## src/rtl/demux_stream.sv

```systemverilog
// demux_stream: routes one input stream to one of two output channels,
//   chosen by S (mode 0) or by an alternating pointer (mode 1).
// Latency: 1 cycle from input transfer to O0_valid / O1_valid.
// Backpressure: in_ready follows only the target channel. A full channel
//   can be drained and refilled in the same cycle, so no bubble is inserted.
// Ports:
//   clk, rst_n           clock, async active-low reset
//   mode, S              routing mode and channel select for mode 0
//   in_valid/in_ready/in_data        input stream
//   O0_valid/O0_ready/O0_data        channel 0 stream
//   O1_valid/O1_ready/O1_data        channel 1 stream
//   ptr                  alternation pointer (0 = ROUTE0, 1 = ROUTE1)
//   cnt0, cnt1           words accepted per channel, 8-bit, wrapping
module demux_stream #(
  parameter int WIDTH = 1
) (
  input  logic             clk,
  input  logic             rst_n,
  input  logic             mode,
  input  logic             S,
  input  logic             in_valid,
  input  logic [WIDTH-1:0] in_data,
  output logic             in_ready,
  output logic             O0_valid,
  output logic [WIDTH-1:0] O0_data,
  input  logic             O0_ready,
  output logic             O1_valid,
  output logic [WIDTH-1:0] O1_data,
  input  logic             O1_ready,
  output logic             ptr,
  output logic [7:0]       cnt0,
  output logic [7:0]       cnt1
);

  typedef enum logic {
    ROUTE0 = 1'b0,
    ROUTE1 = 1'b1
  } ptr_state_t;

  ptr_state_t state;
  ptr_state_t state_next;

  logic tgt;
  logic xfer;
  logic load0;
  logic load1;

  // Target channel index: S in mode 0, the pointer in mode 1.
  assign tgt = mode ? (state == ROUTE1) : S;

  // Readiness looks only at the target channel; the other channel never
  // stalls the input.
  assign in_ready = tgt ? (~O1_valid | O1_ready) : (~O0_valid | O0_ready);

  assign xfer  = in_valid & in_ready;
  assign load0 = xfer & ~tgt;
  assign load1 = xfer & tgt;

  assign ptr = (state == ROUTE1);

  // Pointer FSM: it toggles only on transfers made in mode 1. In mode 0 it
  // holds, so switching back to mode 1 resumes the alternation.
  always_ff @(posedge clk or negedge rst_n) begin
    if (!rst_n) begin
      state <= ROUTE0;
    end else begin
      state <= state_next;
    end
  end

  always_comb begin
    state_next = state;
    if (mode && xfer) begin
      case (state)
        ROUTE0:  state_next = ROUTE1;
        ROUTE1:  state_next = ROUTE0;
        default: state_next = ROUTE0;
      endcase
    end
  end

  // Channel 0 holding register. A load takes priority over a drain, so a
  // word consumed in the same cycle as a refill is simply replaced.
  always_ff @(posedge clk or negedge rst_n) begin
    if (!rst_n) begin
      O0_valid <= 1'b0;
      O0_data  <= '0;
      cnt0     <= 8'd0;
    end else begin
      if (load0) begin
        O0_valid <= 1'b1;
        O0_data  <= in_data;
        cnt0     <= cnt0 + 8'd1;
      end else if (O0_valid && O0_ready) begin
        O0_valid <= 1'b0;
      end
    end
  end

  // Channel 1 holding register, same structure as channel 0.
  always_ff @(posedge clk or negedge rst_n) begin
    if (!rst_n) begin
      O1_valid <= 1'b0;
      O1_data  <= '0;
      cnt1     <= 8'd0;
    end else begin
      if (load1) begin
        O1_valid <= 1'b1;
        O1_data  <= in_data;
        cnt1     <= cnt1 + 8'd1;
      end else if (O1_valid && O1_ready) begin
        O1_valid <= 1'b0;
      end
    end
  end

endmodule

```

## config.mk

```make
export PLATFORM = sky130hd
export DESIGN_NAME = demux_stream
export DESIGN_NICKNAME = d
export VERILOG_FILES = /design/src/rtl/demux_stream.sv
export SDC_FILE = /design/constraint.sdc
export NUM_CORES = 1
export LEC_CHECK = 0
export BUFFER_PORTS_ARGS = -buffer_cell sky130_fd_sc_hd__buf_2
export CELL_PAD_IN_SITES_DETAIL_PLACEMENT = 2
export CELL_PAD_IN_SITES_GLOBAL_PLACEMENT = 2
export CORE_MARGIN = 8
export CORE_UTILIZATION = 31
export DETAILED_ROUTE_END_ITERATION = 10
export GPL_TIMING_DRIVEN = 0
export PLACE_DENSITY_LB_ADDON = 0.1
export SYNTH_ARGS = -nofsm -noshare
export SYNTH_HDL_FRONTEND = slang
export SYNTH_SLANG_ARGS = --single-unit
```

## constraint.sdc

```tcl
create_clock -name clk -period 1.6 [get_ports clk]
set_clock_uncertainty 0.1 [all_clocks]
set_input_delay 0.08 -clock clk [delete_from_list [all_inputs] [get_ports clk]]
set_output_delay 0.08 -clock clk [all_outputs]
set_load 0.02 [all_outputs]
```

==> flow_summary.toml, run 1 <==
[final_layout]
drive_gt1_share_pct = 36.89
final_nets = 133
area_delta_synth_final_pct = 29.75
multi_input_area_um2 = 435.4
insertedDiodeCount = 0
layout.cells.non_filler = 155
fillers = 321
seq_area_um2 = 525.5

[logic_synthesis]
synth-seq-area-share_pct = 54.33
synth_cell_type_count = 20
synth_seq_cells = 21
synth_edf_count = 0
syn_nets = 93
yosys_warnings = 0
syn_area_per_cell_um2 = 11.65
synthCells = 83
synth_area_um2 = 967.2
synth_common_cells = "dfrtp_1 (21), nand2_1 (20), xnor2_1 (10)"
synth_area_leaders = "dfrtp_1 (54%), xnor2_1 (9.1%), nand2_1 (7.8%), nor3_2 (4.1%), xor2_1 (3.6%)"
synth_most_common_cell = "dfrtp_1"
synth-async-reset-ratio_pct = 100.0
synth_top_cell_by_area = "dfrtp_1"
synth.top_cell.area_share_pct = 54.33
synth_flop_cell = "dfrtp_1"

[worst_setup_path]
path_cells = "mux2i_4 > mux2_4 > buf_6"
path_class = "reg -> out"
r2r_end = "cnt0[3]"
cp.arrival_ns = 1.38
rr_worst_depth = 6
start_kind = "register"
r2r-start = "ptr"
slowest_delay_ns = 0.44
crit_slowest_cell = "dfrtp_1"
cp.required_ns = 1.42
cp-startpoint = "ptr"
ff2ff_setup_slack_ns = 0.08
cp-end-kind = "output port"
cp-endpoint = "in_ready"
critPathMaxFanout = 2

[timing]
max_slew.worst_pin.slew_ns = 0.4955
hold_violations = 0
tns_ns = 0
grt_setup_unrepaired = "false"
drv_slew = 0
slew_headroom_pct = 66.97
timing.fmax_mhz = 640.1
period_share_pct = 97.64
setup_viol = 0
fin_crit_ns = 1.562

[run_status]
outcome = "finished, final reports clean"

[routing]
remaining_drc_errors = 0
routed_via_density = 4.832
drt_iter0_drc = 25
wl_per_cell_um = 15.65
routed_wl_um = 2426
first_pass_iters = 3
vias = 749
antenna_left = 0

[global_routing]
gr-total-overflow = 0
grt_first_pass_wirelength_um = 4146
grt_pass1_vias = 883
grt_start_max_net_pins = 22
antenna_found_initial = 0
grtUsageTotal_pct = 10.03

[power]
p_leak_nw = 0.6261
p_seq_share_pct = 45.9
switching_share_pct = 42.90
p_sw_mw = 0.8171
pwr-share-clk_pct = 13.7
cellPowerDensity_nw_per_um2 = 1518
comb_power_share_pct = 40.4
p_int_mw = 1.088
peakVddDrop_mv = 0.5051

[placement]
gp_congestion = 0.7024
hpwl_um = 1758
portBuffers = 29
dp_cells = 145

[flow_run]
maxCapViolCount = 0

[clock_network]
cts.sinks = 21
clk_path_buf_depth = 2
tritoncts = "done"
cts_inserted_buffers = 3
clk_pin_slew_ns = 0.12
insertion_delay_ns = 0.30
cts_max_level = 1
clockRootBuffer = "clkbuf_4"

[min_path]
min_path_type = "in -> reg"

[floorplanning]
die_area_um2 = 5163
start_util_pct = 32.21
ioPinCount = 30
row_count = 20
die_h_um = 71.86
design.core.area_um2 = 3003
die_w_um = 71.86
## logic make-up (layout without fill, tap and decap cells)
logic type	Yosys count	after routing	share of synthesized area, %
AO/OA/AOI/OAI	2	2	1.553
XOR/XNOR	14	14	12.68
adder cells (fa/ha/maj)	2	2	2.587
buffers and inverters	2	41	1.941
flip-flops	21	21	54.33
multiplexers	2	2	2.587
AND/OR/NAND/NOR	40	40	24.32
## worst max-delay path, delay by kind of cell, from the launching register on
kind	cells	cell delay, ns
buffers and inverters	1	0.13
muxes	2	0.51
DFF	1	0.44
## layout make-up
class	instances	area share, %
tap	33	3.290
multi-input combinational	60	34.70
sequential	21	41.87
timing repair buffer	35	16.45
clock buffer	3	1.795
clock inverter	1	0.3988
buffer	2	1.496
## routing by layer
| metal | wire (um) | vias to the layer above | GRT usage [%] |
|---|---|---|---|
| li1 | - | 362 | - |
| met1 | 951 | 369 | 10.31 |
| met2 | 1284 | 16 | 17.61 |
| met3 | 175 | 2 | 4.045 |
| met4 | 15 | 0 | 4.082 |
| met5 | 0 | - | 0 |
## through the flow
step	cell area (um2)	utilization (%)	hold slack [ns]	power (mW)	setup slack, ns
finish	1255	41.79	0.04612	1.905	0.03770
global route	1255	41.79	0.05812	2.043	0.002484
CTS	1245	41.46	0.01120	1.938	0.01603
detailed placement	1154	38.42	-0.02036	1.628	0.08970
global placement	1154	38.42	-0.02693	1.599	0.1144
floorplan	967.2	-	-0.3156	1.332	0.09146
## how the worst min path moves through the flow
stage	startpoint	endpoint	slack, ns	depth (start not counted)
after floorplan	rst_n	O0_data	-0.32	0
after global routing	O0_ready	O0_valid	0.06	3
after detailed placement	rst_n	cnt1[4]	-0.02	1
after CTS	mode	ptr	0.01	3
after global placement	rst_n	cnt1[4]	-0.03	1
final	O0_ready	O0_valid	0.05	3
## repair_timing
item                                    CTS  global route
buffers inserted                          2             0
endpoints found under the setup margin    1             2
pin swaps                                 0             1
hold buffers                              4             0
hold endpoints to repair                 24             0
gates resized for setup                   1             3
## registers in the layout, indices dropped and copies added (netlist names)
| signal | flops |
|---|---|
| O0_valid | 1 |
| O1_data | 1 |
| O1_valid | 1 |
| O0_data | 1 |
| cnt0 | 8 |
| cnt1 | 8 |
| ptr | 1 |
## power groups by stage
stage          logic (mW)  clock network (mW)  registers [mW]
2_1_floorplan       0.281                   0            1.05
3_3_place_gp        0.720                   0           0.879
3_5_place_dp        0.736                   0           0.891
4_1_cts             0.775               0.285           0.878
5_1_grt             0.846               0.296           0.901
6_report            0.769               0.261           0.874
## cell usage in the layout (no fill, tap or decap)
master,Yosys,routed
buf_6,1,2
nand3b_4,1,1
clkinv_2,0,1
nand3_2,1,1
nor3_2,4,4
buf_2,0,28
a31oi_1,1,1
xor2_1,4,4
nand4_1,4,4
ha_1,2,2
dfrtp_1,21,21
xnor2_1,10,10
and3b_1,1,1
and4_1,2,2
nand3_1,4,4
mux2i_4,0,1
a41oi_1,1,1
dlygate4sd3_1,0,4
nand2_1,20,20
and3_1,1,1
mux2_4,0,1
clkbuf_4,0,3
nand2b_1,2,2
buf_4,1,3
Power figures use the tool's default switching activity.
==> inputs of run 2 (changes only) <==
--- a/config.mk
+++ b/config.mk
@@ -14,4 +14,5 @@
 export GPL_TIMING_DRIVEN = 0
 export PLACE_DENSITY_LB_ADDON = 0.1
+export SETUP_SLACK_MARGIN = 0.1
 export SYNTH_ARGS = -nofsm -noshare
 export SYNTH_HDL_FRONTEND = slang
==> constraint.sdc (replaced) <==
create_clock -name clk -period 1.6 [get_ports clk]
set_clock_uncertainty 0.1 [all_clocks]
set_input_delay 0.24 -clock clk [delete_from_list [all_inputs] [get_ports clk]]
set_output_delay 0.24 -clock clk [all_outputs]
set_load 0.02 [all_outputs]
==> flow_summary.toml, run 2 (same netlist as run 1, synthesis figures left out) <==
[run_status]
outcome = "finished, violations left"
violations = "setup timing"

[final_layout]
drive_gt1_share_pct = 42.86
top_regs = "cnt0 (8), cnt1 (8)"
layout.cells.non_filler = 159
layout_commonest_cell = "buf_2"
final_nets = 137
final_cell_mix = "buf_2 (28), dfrtp_1 (20), nand2_1 (20)"
insertedDiodeCount = 0
final_area_um2 = 1328
area_delta_synth_final_pct = 37.26
final_core_util_pct = 44.21

[worst_setup_path]
slowest_delay_ns = 0.45
path_class = "reg -> out"
critPathTopFamily = "multiplexers"
start_kind = "register"
critPathMaxFanout = 2
rr_worst_depth = 8
path_cells = "mux2i_4 > mux2_4 > buf_6"
r2r-start = "ptr"
cp.required_ns = 1.26
critPathBufInv = 1
ff2ff_setup_slack_ns = -0.08
cp.arrival_ns = 1.37
crit_slowest_cell = "dfrtp_2"
r2r_end = "cnt0[3]"
cp-end-kind = "output port"

[timing]
fin_crit_ns = 1.709
max_slew.worst_pin.slew_ns = 0.5080
drv_slew = 0
tns_ns = -0.3875
slew_headroom_pct = 66.13
hold_violations = 0
fin_hold_ws_ns = 0.06880
setup_viol = 8
grt_setup_unrepaired = "true"
fin_ws_ns = -0.1091
period_share_pct = 106.8
timing.fmax_mhz = 585.1

[placement]
hpwl_um = 1767
portBuffers = 29
gp_congestion = 0.7025
dp_cells = 145
pre_cts_ws_ns = 0.04657
placed_area_um2 = 1155

[floorplanning]
start_util_pct = 32.21
design.core.area_um2 = 3003
ioPinCount = 30
die_h_um = 71.86
die_area_um2 = 5163
die_w_um = 71.86
row_count = 20

[power]
peakVddDrop_mv = 0.5042
cellPowerDensity_nw_per_um2 = 1489
finalPower_mw = 1.976
p_leak_nw = 0.6949

[min_path]
hp-start = "in_data"
worstHoldPathCells = 3
min_path_type = "in -> reg"
worstHoldEndpoint = "O0_data"

[routing]
remaining_drc_errors = 0
vias = 760
wl_per_cell_um = 15.81
routed_via_density = 4.780
routed_wl_um = 2514
antenna_left = 0
drt_iter0_drc = 3
first_pass_iters = 3

[clock_network]
clockRootBuffer = "clkbuf_4"
cts_inserted_buffers = 3
cts_max_level = 1
clk_pin_slew_ns = 0.12
tritoncts = "done"
insertion_delay_ns = 0.30
clk_path_buf_depth = 2
cts.sinks = 21

[global_routing]
grt_pass1_vias = 866
grt_first_pass_wirelength_um = 4271
grtUsageTotal_pct = 10.41
antenna_found_initial = 0
grt_start_max_net_pins = 22
gr-total-overflow = 0

[flow_run]
maxCapViolCount = 0
[run 2: repair_timing]
| item | 4_1_cts | 5_1_grt |
|---|---|---|
| cloned | 0 | 0 |
| pin swaps | 3 | 7 |
| hold buffers | 1 | 0 |
| setup buffers | 3 | 6 |
| endpoints found under the setup margin | 5 | 15 |
| gates resized for setup | 9 | 4 |
| endpoints found under the hold margin | 21 | 0 |
[run 2: final cells by class]
class | instances | area (um2)
buffer | 2 | 22.52
clock buffer | 3 | 22.52
clock inverter | 1 | 5.005
fill | 323 | 1675
multi-input combinational | 60 | 473.0
sequential | 21 | 526.8
tap | 33 | 41.29
timing repair buffer | 39 | 236.5
[run 2: worst max path at each step]
stage / from / to / slack, ns / depth (start not counted)
3_5_place_dp: mode / in_ready / 0.05 / 4
5_1_grt: ptr / in_ready / -0.16 / 3
4_1_cts: ptr / in_ready / -0.11 / 3
6_report: ptr / in_ready / -0.11 / 3
2_1_floorplan: ptr / cnt0[3] / 0.12 / 5
3_3_place_gp: ptr / in_ready / 0.07 / 3
[run 2: report_power, final]
group | internal (mW) | switching, mW | total, mW
clock network | 0.0931 | 0.166 | 0.259
logic | 0.351 | 0.492 | 0.843
registers | 0.686 | 0.188 | 0.875
total | 1.13 | 0.846 | 1.98
[run 2: per-layer routing]
metal | up-vias | track usage [%] | share of wire, %
met5 | - | 0 | 0
met4 | 0 | 3.401 | 0.60
met3 | 2 | 3.905 | 6.4
met2 | 16 | 17.71 | 53
met1 | 374 | 11.64 | 40
li1 | 368 | - | -
[run 2: tightest hold or removal path, stage by stage]
cell and delay, ns:
buf_2 0.10, nand2_1 0.05, nand2_1 0.05
